`config.mk`:
```
export PLATFORM = sky130hd
export DESIGN_NAME = hilo_muldiv_unit
export DESIGN_NICKNAME = d
export VERILOG_FILES = /design/src/rtl/hilo_muldiv_unit.sv
export SDC_FILE = /design/constraint.sdc
export NUM_CORES = 1
export LEC_CHECK = 0
export ABC_AREA = 0
export CORE_UTILIZATION = 64
export CTS_CLUSTER_SIZE = 40
export DETAILED_ROUTE_END_ITERATION = 10
export HOLD_SLACK_MARGIN = 0.15
export PLACE_DENSITY = 0.87
export SETUP_SLACK_MARGIN = 0.05
export SLEW_MARGIN = 20
export SYNTH_ARGS = -nofsm -noshare
export SYNTH_HDL_FRONTEND = slang
export SYNTH_SLANG_ARGS = --single-unit
```
`constraint.sdc`:
```
create_clock -name clk -period 11.9 [get_ports clk]
set_input_delay 3.57 -clock clk [delete_from_list [all_inputs] [get_ports clk]]
set_output_delay 3.57 -clock clk [all_outputs]
set_load 0.02 [all_outputs]
```
`src/rtl/hilo_muldiv_unit.sv`:
```
// Iterative MIPS multiply/divide unit holding the architectural HI/LO registers.
// MULT/DIV take WIDTH cycles (busy high WIDTH cycles, done pulse on completion); MTHI/MTLO update in one edge.
module hilo_muldiv_unit #(
  parameter int WIDTH = 32
) (
  input  logic             clk,
  input  logic             rst_n,
  input  logic             start,
  input  logic [2:0]       op,
  input  logic [WIDTH-1:0] a,
  input  logic [WIDTH-1:0] b,
  input  logic             kill,
  output logic             busy,
  output logic             done,
  output logic [WIDTH-1:0] hi,
  output logic [WIDTH-1:0] lo
);

  typedef enum logic {IDLE, RUN} state_t;
  localparam int CW = $clog2(WIDTH);

  state_t             state;
  logic [CW-1:0]      cnt;
  logic               is_div, neg_res, neg_rem, div0;
  logic [WIDTH-1:0]   opnd, acc_hi, acc_lo;

  logic               is_signed;
  logic [WIDTH-1:0]   abs_a, abs_b;
  logic [WIDTH:0]     sum, shifted;
  logic               ge;
  logic [WIDTH-1:0]   nxt_hi, nxt_lo, res_hi, res_lo;
  logic [2*WIDTH-1:0] prod;

  assign is_signed = ~op[0];
  assign abs_a = (is_signed && a[WIDTH-1]) ? -a : a;
  assign abs_b = (is_signed && b[WIDTH-1]) ? -b : b;

  // Multiply: {acc_hi,acc_lo} holds partial product over the multiplier.
  // Divide: acc_hi is the partial remainder, acc_lo shifts dividend out / quotient in.
  always_comb begin
    sum     = {1'b0, acc_hi} + (acc_lo[0] ? {1'b0, opnd} : '0);
    shifted = {acc_hi, acc_lo[WIDTH-1]};
    ge      = shifted >= {1'b0, opnd};
    nxt_hi  = sum[WIDTH:1];
    nxt_lo  = {sum[0], acc_lo[WIDTH-1:1]};
    if (is_div) begin
      nxt_hi = ge ? (shifted[WIDTH-1:0] - opnd) : shifted[WIDTH-1:0];
      nxt_lo = {acc_lo[WIDTH-2:0], ge};
    end
    prod   = {nxt_hi, nxt_lo};
    if (neg_res) prod = -prod;
    res_hi = prod[2*WIDTH-1:WIDTH];
    res_lo = prod[WIDTH-1:0];
    if (is_div) begin
      res_hi = neg_rem ? -nxt_hi : nxt_hi;
      res_lo = neg_res ? -nxt_lo : nxt_lo;
      if (div0) res_lo = '1;
    end
  end

  always_ff @(posedge clk or negedge rst_n) begin
    if (!rst_n) begin
      state   <= IDLE;
      cnt     <= '0;
      is_div  <= 1'b0;
      neg_res <= 1'b0;
      neg_rem <= 1'b0;
      div0    <= 1'b0;
      opnd    <= '0;
      acc_hi  <= '0;
      acc_lo  <= '0;
      busy    <= 1'b0;
      done    <= 1'b0;
      hi      <= '0;
      lo      <= '0;
    end else begin
      done <= 1'b0;
      case (state)
        IDLE: begin
          if (start && !kill) begin
            case (op)
              3'b000, 3'b001, 3'b010, 3'b011: begin
                opnd    <= abs_b;
                acc_hi  <= '0;
                acc_lo  <= abs_a;
                is_div  <= op[1];
                neg_res <= is_signed & (a[WIDTH-1] ^ b[WIDTH-1]);
                neg_rem <= is_signed & a[WIDTH-1];
                div0    <= op[1] && (b == '0);
                cnt     <= '0;
                busy    <= 1'b1;
                state   <= RUN;
              end
              3'b100:  hi <= a;
              3'b101:  lo <= a;
              default: ;
            endcase
          end
        end
        RUN: begin
          if (kill) begin
            busy  <= 1'b0;
            state <= IDLE;
          end else begin
            acc_hi <= nxt_hi;
            acc_lo <= nxt_lo;
            cnt    <= cnt + 1'b1;
            if (cnt == CW'(WIDTH - 1)) begin
              hi    <= res_hi;
              lo    <= res_lo;
              busy  <= 1'b0;
              done  <= 1'b1;
              state <= IDLE;
            end
          end
        end
        default: state <= IDLE;
      endcase
    end
  end

endmodule

```
* Yosys cells after proc, flatten, opt, wreduce, memory -nomap -nowiden
Index checks and enable logic that the tools add are counted.
Storage, ports and cells: register bits after elaboration 172, input bits 71, output and inout port bits 66, logic and storage cells 100
Operators by class: add/subtract/negate cells 8, magnitude comparators 1, eq/ne operators 13, multiplexer cells 47, bitwise logic cells 5, reduce and logical (&&, ||, !) cells 13
Operator list (count):
- 32-bit two-way mux | 25
- 32-bit one-hot mux with 2 select lines | 4
- 32-bit negator | 4
- 64-bit two-way mux | 1
- 64-bit negator | 1
- 32-bit by 32-bit adder with 33-bit output | 1
- 33-bit by 32-bit greater-or-equal comparator with 1-bit output | 1
- 32-bit zero test | 1
- 32-bit subtractor | 1
- 5-bit two-way mux | 3
- 1-bit two-way mux | 11
- 5-bit one-hot mux with 2 select lines | 1
- 3-bit AND reduction | 3
- 2-bit by 1-bit inequality test with 1-bit output (second input constant) | 4
- 4-bit AND reduction | 2
- 3-bit by 2-bit equality test with 1-bit output (second input constant) | 2
- 3-bit equality test (second input constant) | 2
- 5-bit by 1-bit adder with 5-bit output (second input constant) | 1
- 5-bit equality test (second input constant) | 1
- 1-bit logical AND | 4
- 2-bit inequality test (second input constant) | 2
- 1-bit one-hot mux with 2 select lines | 2
- 4-bit OR reduction | 1
- 3-bit by 1-bit equality test with 1-bit output (second input constant) | 1
- other kinds (6) | 8

* Logic depth before layout (Yosys ltp)
word-level depth 10, gate-level depth with buffers 24, depth with buffers taken out 21

* Least setup slack after synthesis
No wires, ideal clock.
kind input to register, start point input port b[0], end point register opnd[29], setup time 0.134 ns, arrival 5.385 ns, required time 11.766 ns, slack 6.380 ns, stages on the path 11, path buffers 0, path through inv_1 -> nand2_1 -> nor4_1 -> nor2b_1 -> nand2_1 -> or3_1 -> nor3_1 -> nand2_1 -> o21ai_0 -> xor2_1 -> o21ai_0
On the way: cells in the longest elaborated chain, start to end 2
RTL lines:
- start: declaration | RTL line 11 | input logic [WIDTH-1:0] b,
- 32-bit negator | RTL line 36 | assign abs_b = (is_signed && b[WIDTH-1]) ? -b : b;
- 32-bit two-way mux | RTL line 36
- end signal: assignment | RTL line 83 | opnd <= abs_b;
- end: declaration | RTL line 25 | logic [WIDTH-1:0] opnd, acc_hi, acc_lo;
No other way between the ends. A chain may end at the register's enable or synchronous reset.

* Worst setup path in the final report
start point register acc_lo[0], end point register hi[23]
On the way: cells in the longest elaborated chain, start to end 9, elaborated cells on any way between the ends 12, those cells by class add/sub: 3; mux: 9
RTL lines:
- start: declaration | RTL line 25
- start signal: assignment | RTL line 85 | acc_lo <= abs_a;
- start signal: assignment | RTL line 106 | acc_lo <= nxt_lo;
- 32-bit two-way mux | RTL line 41 | sum = {1'b0, acc_hi} + (acc_lo[0] ? {1'b0, opnd} : '0);
- 32-bit by 32-bit adder with 33-bit output | RTL line 41
- 32-bit two-way mux | RTL line 46 | if (is_div) begin
- 64-bit negator / 32-bit negator (equally long branches) | RTL line 51, 55
- 64-bit two-way mux / 32-bit two-way mux (equally long branches) | RTL line 51, 55
- 32-bit two-way mux * | RTL line 54 | if (is_div) begin
- 32-bit two-way mux * | RTL line 108 | if (cnt == CW'(WIDTH - 1)) begin
- 32-bit two-way mux * | RTL line 101 | if (kill) begin
- 32-bit one-hot mux with 2 select lines * | RTL line 78 | case (state)
- end signal: assignment | RTL line 109 | hi <= res_hi;
- end: declaration | RTL line 15 | output logic [WIDTH-1:0] hi,
Mark *: on every way between the ends. The rest lies on a longest branch, timed or not. The select of a mux whose other input is x is not followed.

==> summary.txt <==
Job
  – Total of max-cap violations: 0

Detailed routing
  – Post-route ant nets: 0
  – DR vias: approximately 16,000
  – 1st-iter DRT viols: about 2,200
  – Avg Vias per Cell: about 6.8
  – Final WL: 51,100 um
  – Detailed Routing Iterations Pass 1: 7
  – Wire length per cell: 21.4 um
  – DR DRC count: 0

Worst setup path
  – CP bufs+invs: 1
  – Reg-to-reg startpoint: acc_lo[0]$_DFFE_PN0P_
  – Top delay family on crit path: simple AND/OR/NAND/NOR gates
  – Critical Path RT: between 10 and 15 ns
  – Slowest stage delay, CP: around 0.90 ns
  – Critical path type: reg2reg
  – CP startpoint kind: register
  – Maximum net fanout on the critical path: 31
  – Reg2Reg Setup Slack: roughly 5.4 ns
  – Critical path, cell by cell: clkinv_1 -> nor2_1 -> ha_1 -> a21o_1 -> a31o_2 -> o2111ai_1 -> nand3_1 -> xnor2_1 -> o22ai_1 -> or4b_4 -> nor4b_4 -> a41oi_1 -> xnor2_1 -> a21oi_1 -> a21o_1
  – CP max-delay cell: nor4b_4
  – Critical path arrival: 6.85 ns
  – Setup crit start: acc_lo[0]$_DFFE_PN0P_
  – CP endpoint kind: register

Timing
  – Slew margin rel.: 0.225
  – Final hold slack: approximately 0.48 ns
  – Worst-case clock skew: 0.0182 ns
  – RSZ-0062 raised after global routing: no
  – Min cycle time layout: between 6 and 7 ns
  – Fmax achieved: approximately 150 MHz
  – Worst-Margin Slew: about 1.2 ns
  – Slew Viols, Final: 0
  – Setup violators final: 0
  – Setup_tns: 0 ns
  – Final period utilization: 0.549
  – Final Hold Vio Count: 0

Finish
  – Area growth from synthesis to layout: 12.9%
  – Inserted Diodes: 0
  – Share of layout cells above drive strength 1: 0.0581
  – Final nets: 2,198
  – Fill cells: approximately 1,900

Clock network
  – CTS max path bufs: 2
  – Root Buffer Master: clkbuf_16
  – Clock slew at reported path FFs: about 0.08 ns
  – CTS Hold Buffers Added: 0
  – Worst skew pair latency: between 0.4 and 0.5 ns
  – Resized cells post-CTS: 0
  – TritonCTS clock tree: built
  – H-Tree Depth: 4
  – Cts bufs inserted: 17
  – Post-CTS setup buffer count: 0
  – CTS sink cnt: about 170

Place
  – GPL Wtd Cong: a little over 1
  – Port bufs: 136
  – Detailed Place HPWL: between 30,000 and 40,000 um

Synthesis
  – Post-synth top flop: dfrtp_1
  – Synth top area cells: dfrtp_1, o21ai_0, nand2_1, ha_1, a21oi_1
  – Top cell type by total area after synthesis: dfrtp_1
  – Post-synth EDFFs: 0
  – Cell Area, Synth: 15,400 um^2
  – Yosys cell types: just under 100
  – Synth Area per Inst: between 7 and 8 um^2
  – Synthesized instance count: 1,999
  – Syn_nets: 2,142
  – Synth async-reset ratio: 1.00
  – Yosys top cell area share: 0.280
  – Sequential area share after synthesis: 0.280
  – Synth warnings: 0
  – FF+latch count, synth: between 150 and 200

Floorplanning
  – IO Pins: ~140
  – Initial core utilization: 0.653
  – Die footprint: 24,600 um^2
  – Core area: ~24,000 um^2
  – Die Wd: approximately 160 um
  – Die Y: between 150 and 200 um
  – Row count: 56

Power and ir drop
  – Sw power: approximately 2100 uW
  – Reg power frac: 0.226
  – Worst vdd rail ir drop: about 130 uV
  – Logic pwr share: 0.631
  – Int Pwr: between 1500 and 2000 uW
  – Pwr per Cell Area: roughly 240 nW/um^2
  – Sw Share: 0.514
  – Clock share of power: 0.143
  – Leakage: around 0.0073 uW

Global routing
  – Largest net degree at the start of global routing: a little under 100
  – Global-route usage over all layers: 0.417
  – Initial antenna violation count: 0
  – First-pass GRT wire length: around 80,000 um
  – GR Overflow Total: 0
  – Vias in the first global route: 14,800

Run status
  – Outcome: finished, final reports clean

Min path
  – Hold Crit Start: lo[13]$_DFFE_PN0P_
  – Min-delay worst type: reg2reg
-- cell type report --
cell class / instances / area [um^2] / area share
Sequential cell: 172 / 4310 / 0.248
Inverter: 73 / 274 / 0.0158
Multi-Input combinational cell: 1642 / 10300 / 0.594
Clock buffer: 17 / 425 / 0.0245
Timing Repair Buffer: 149 / 1460 / 0.0841
Clock inverter: 14 / 174 / 0.0100
Tap cell: 319 / 399 / 0.0230
-- power by group through the flow --
stage	Sequential [uW]	Clock (uW)	Combinational [uW]
after floorplan	932	0	1740
after global placement	916	0	2430
final	924	583	2580
after CTS	915	582	2500
after detailed placement	924	0	2480
after global routing	938	605	2770
-- worst min-delay path, stage by stage, from the launching register on --
cell     delay, ns
dfrtp_1       0.35
nand2_1       0.05
o21ai_0       0.06
-- synthesized netlist by cell type (all sizes together), types with 8 or more instances --
cell,number
a211oi,25
nand3,30
o21bai,9
a21boi,8
xnor2,64
o21ai,240
buf,36
nor4,17
xor2,66
o21a,13
and2,14
ha,70
o221ai,8
nor3,65
a22o,19
nor2b,17
a22oi,9
and3,21
dfrtp,172
or3,20
nor2,178
nand2b,12
nand2,264
a31oi,25
o22ai,39
o31ai,15
o211ai,15
a21o,20
nand4,29
inv,72
a21oi,162
clkbuf,76
mux2,15
mux2i,48
-- through the flow --
| step | instances | area (um^2) | setup WS [ns] | total power, uW | utilization |
|---|---|---|---|---|---|
| 6_report | 2386 | 17400 | 5.37 | 4080 | 0.737 |
| 3_3_place_gp | 2355 | 16700 | 5.59 | 3350 | 0.711 |
| 4_1_cts | 2386 | 17300 | 5.75 | 3990 | 0.737 |
| 3_5_place_dp | 2355 | 16700 | 5.44 | 3400 | 0.711 |
| 2_1_floorplan | 1999 | 15400 | 6.38 | 2670 | - |
| 5_1_grt | 2386 | 17400 | 5.19 | 4310 | 0.737 |
-- logic make-up (layout without fill, tap and decap cells) --
group | after synthesis | count (layout) | share of synthesized area
and+or+nand+nor | 711 | 711 | 0.223
AOI/OAI and AO/OA | 666 | 666 | 0.270
muxes | 63 | 63 | 0.0423
DFF | 172 | 172 | 0.280
buffers and inverters | 185 | 253 | 0.0501
xor gates and xnor gates | 130 | 130 | 0.0741
adders and majority gates | 72 | 72 | 0.0596
-- layout by cell type (no fill, tap or decap), types with 9 or more instances in the layout --
cell type and n:
xnor2_1 64, buf_4 13, o211ai_1 15, o31ai_1 14
nand4_1 28, o21a_1 13, o21bai_1 9, clkdlybuf4s50_1 135
a21o_1 18, nor3_1 62, a31oi_1 25, a22o_1 19
nor2_1 177, o22ai_1 39, nand2b_1 12, mux2_2 15
dfrtp_1 170, ha_1 70, xor2_1 66, nor4_1 14
inv_1 71, nor2b_1 17, and2_1 12, and3_1 21
a211oi_1 24, a21oi_1 158, o21ai_0 230, clkbuf_16 17
or3_1 20, nand3_1 29, mux2i_1 48, nand2_1 259
-- state kept, by name, indices dropped and copies added, names as in the netlist --
register,flops
busy,1
done,1
lo,32
opnd,32
div0,1
acc_hi,32
state,1
acc_lo,32
cnt,5
hi,32
neg_rem,1
is_div,1
neg_res,1
-- layer usage --
layer / global-route usage / wire length (um) / up-vias / share of wire
li1: - / - / 7380 / -
met1: 0.589 / 21300 / 7605 / 0.42
met2: 0.631 / 22400 / 1072 / 0.44
met3: 0.0708 / 5340 / 147 / 0.10
met4: 0.170 / 1970 / 0 / 0.039
met5: 0 / 0 / - / 0
-- final timing paths --
check | endpoint | cells past startpoint
max in group asynchronous | is_div$_DFFE_PN0P_ | 2
min in group asynchronous | opnd[13]$_DFFE_PN0P_ | 1
hold / removal | lo[13]$_DFFE_PN0P_ | 2
setup reg to reg | hi[23]$_DFFE_PN0P_ | 15
hold reg to reg | lo[13]$_DFFE_PN0P_ | 2
setup / recovery | hi[23]$_DFFE_PN0P_ | 15
Power figures use the tool's default switching activity.
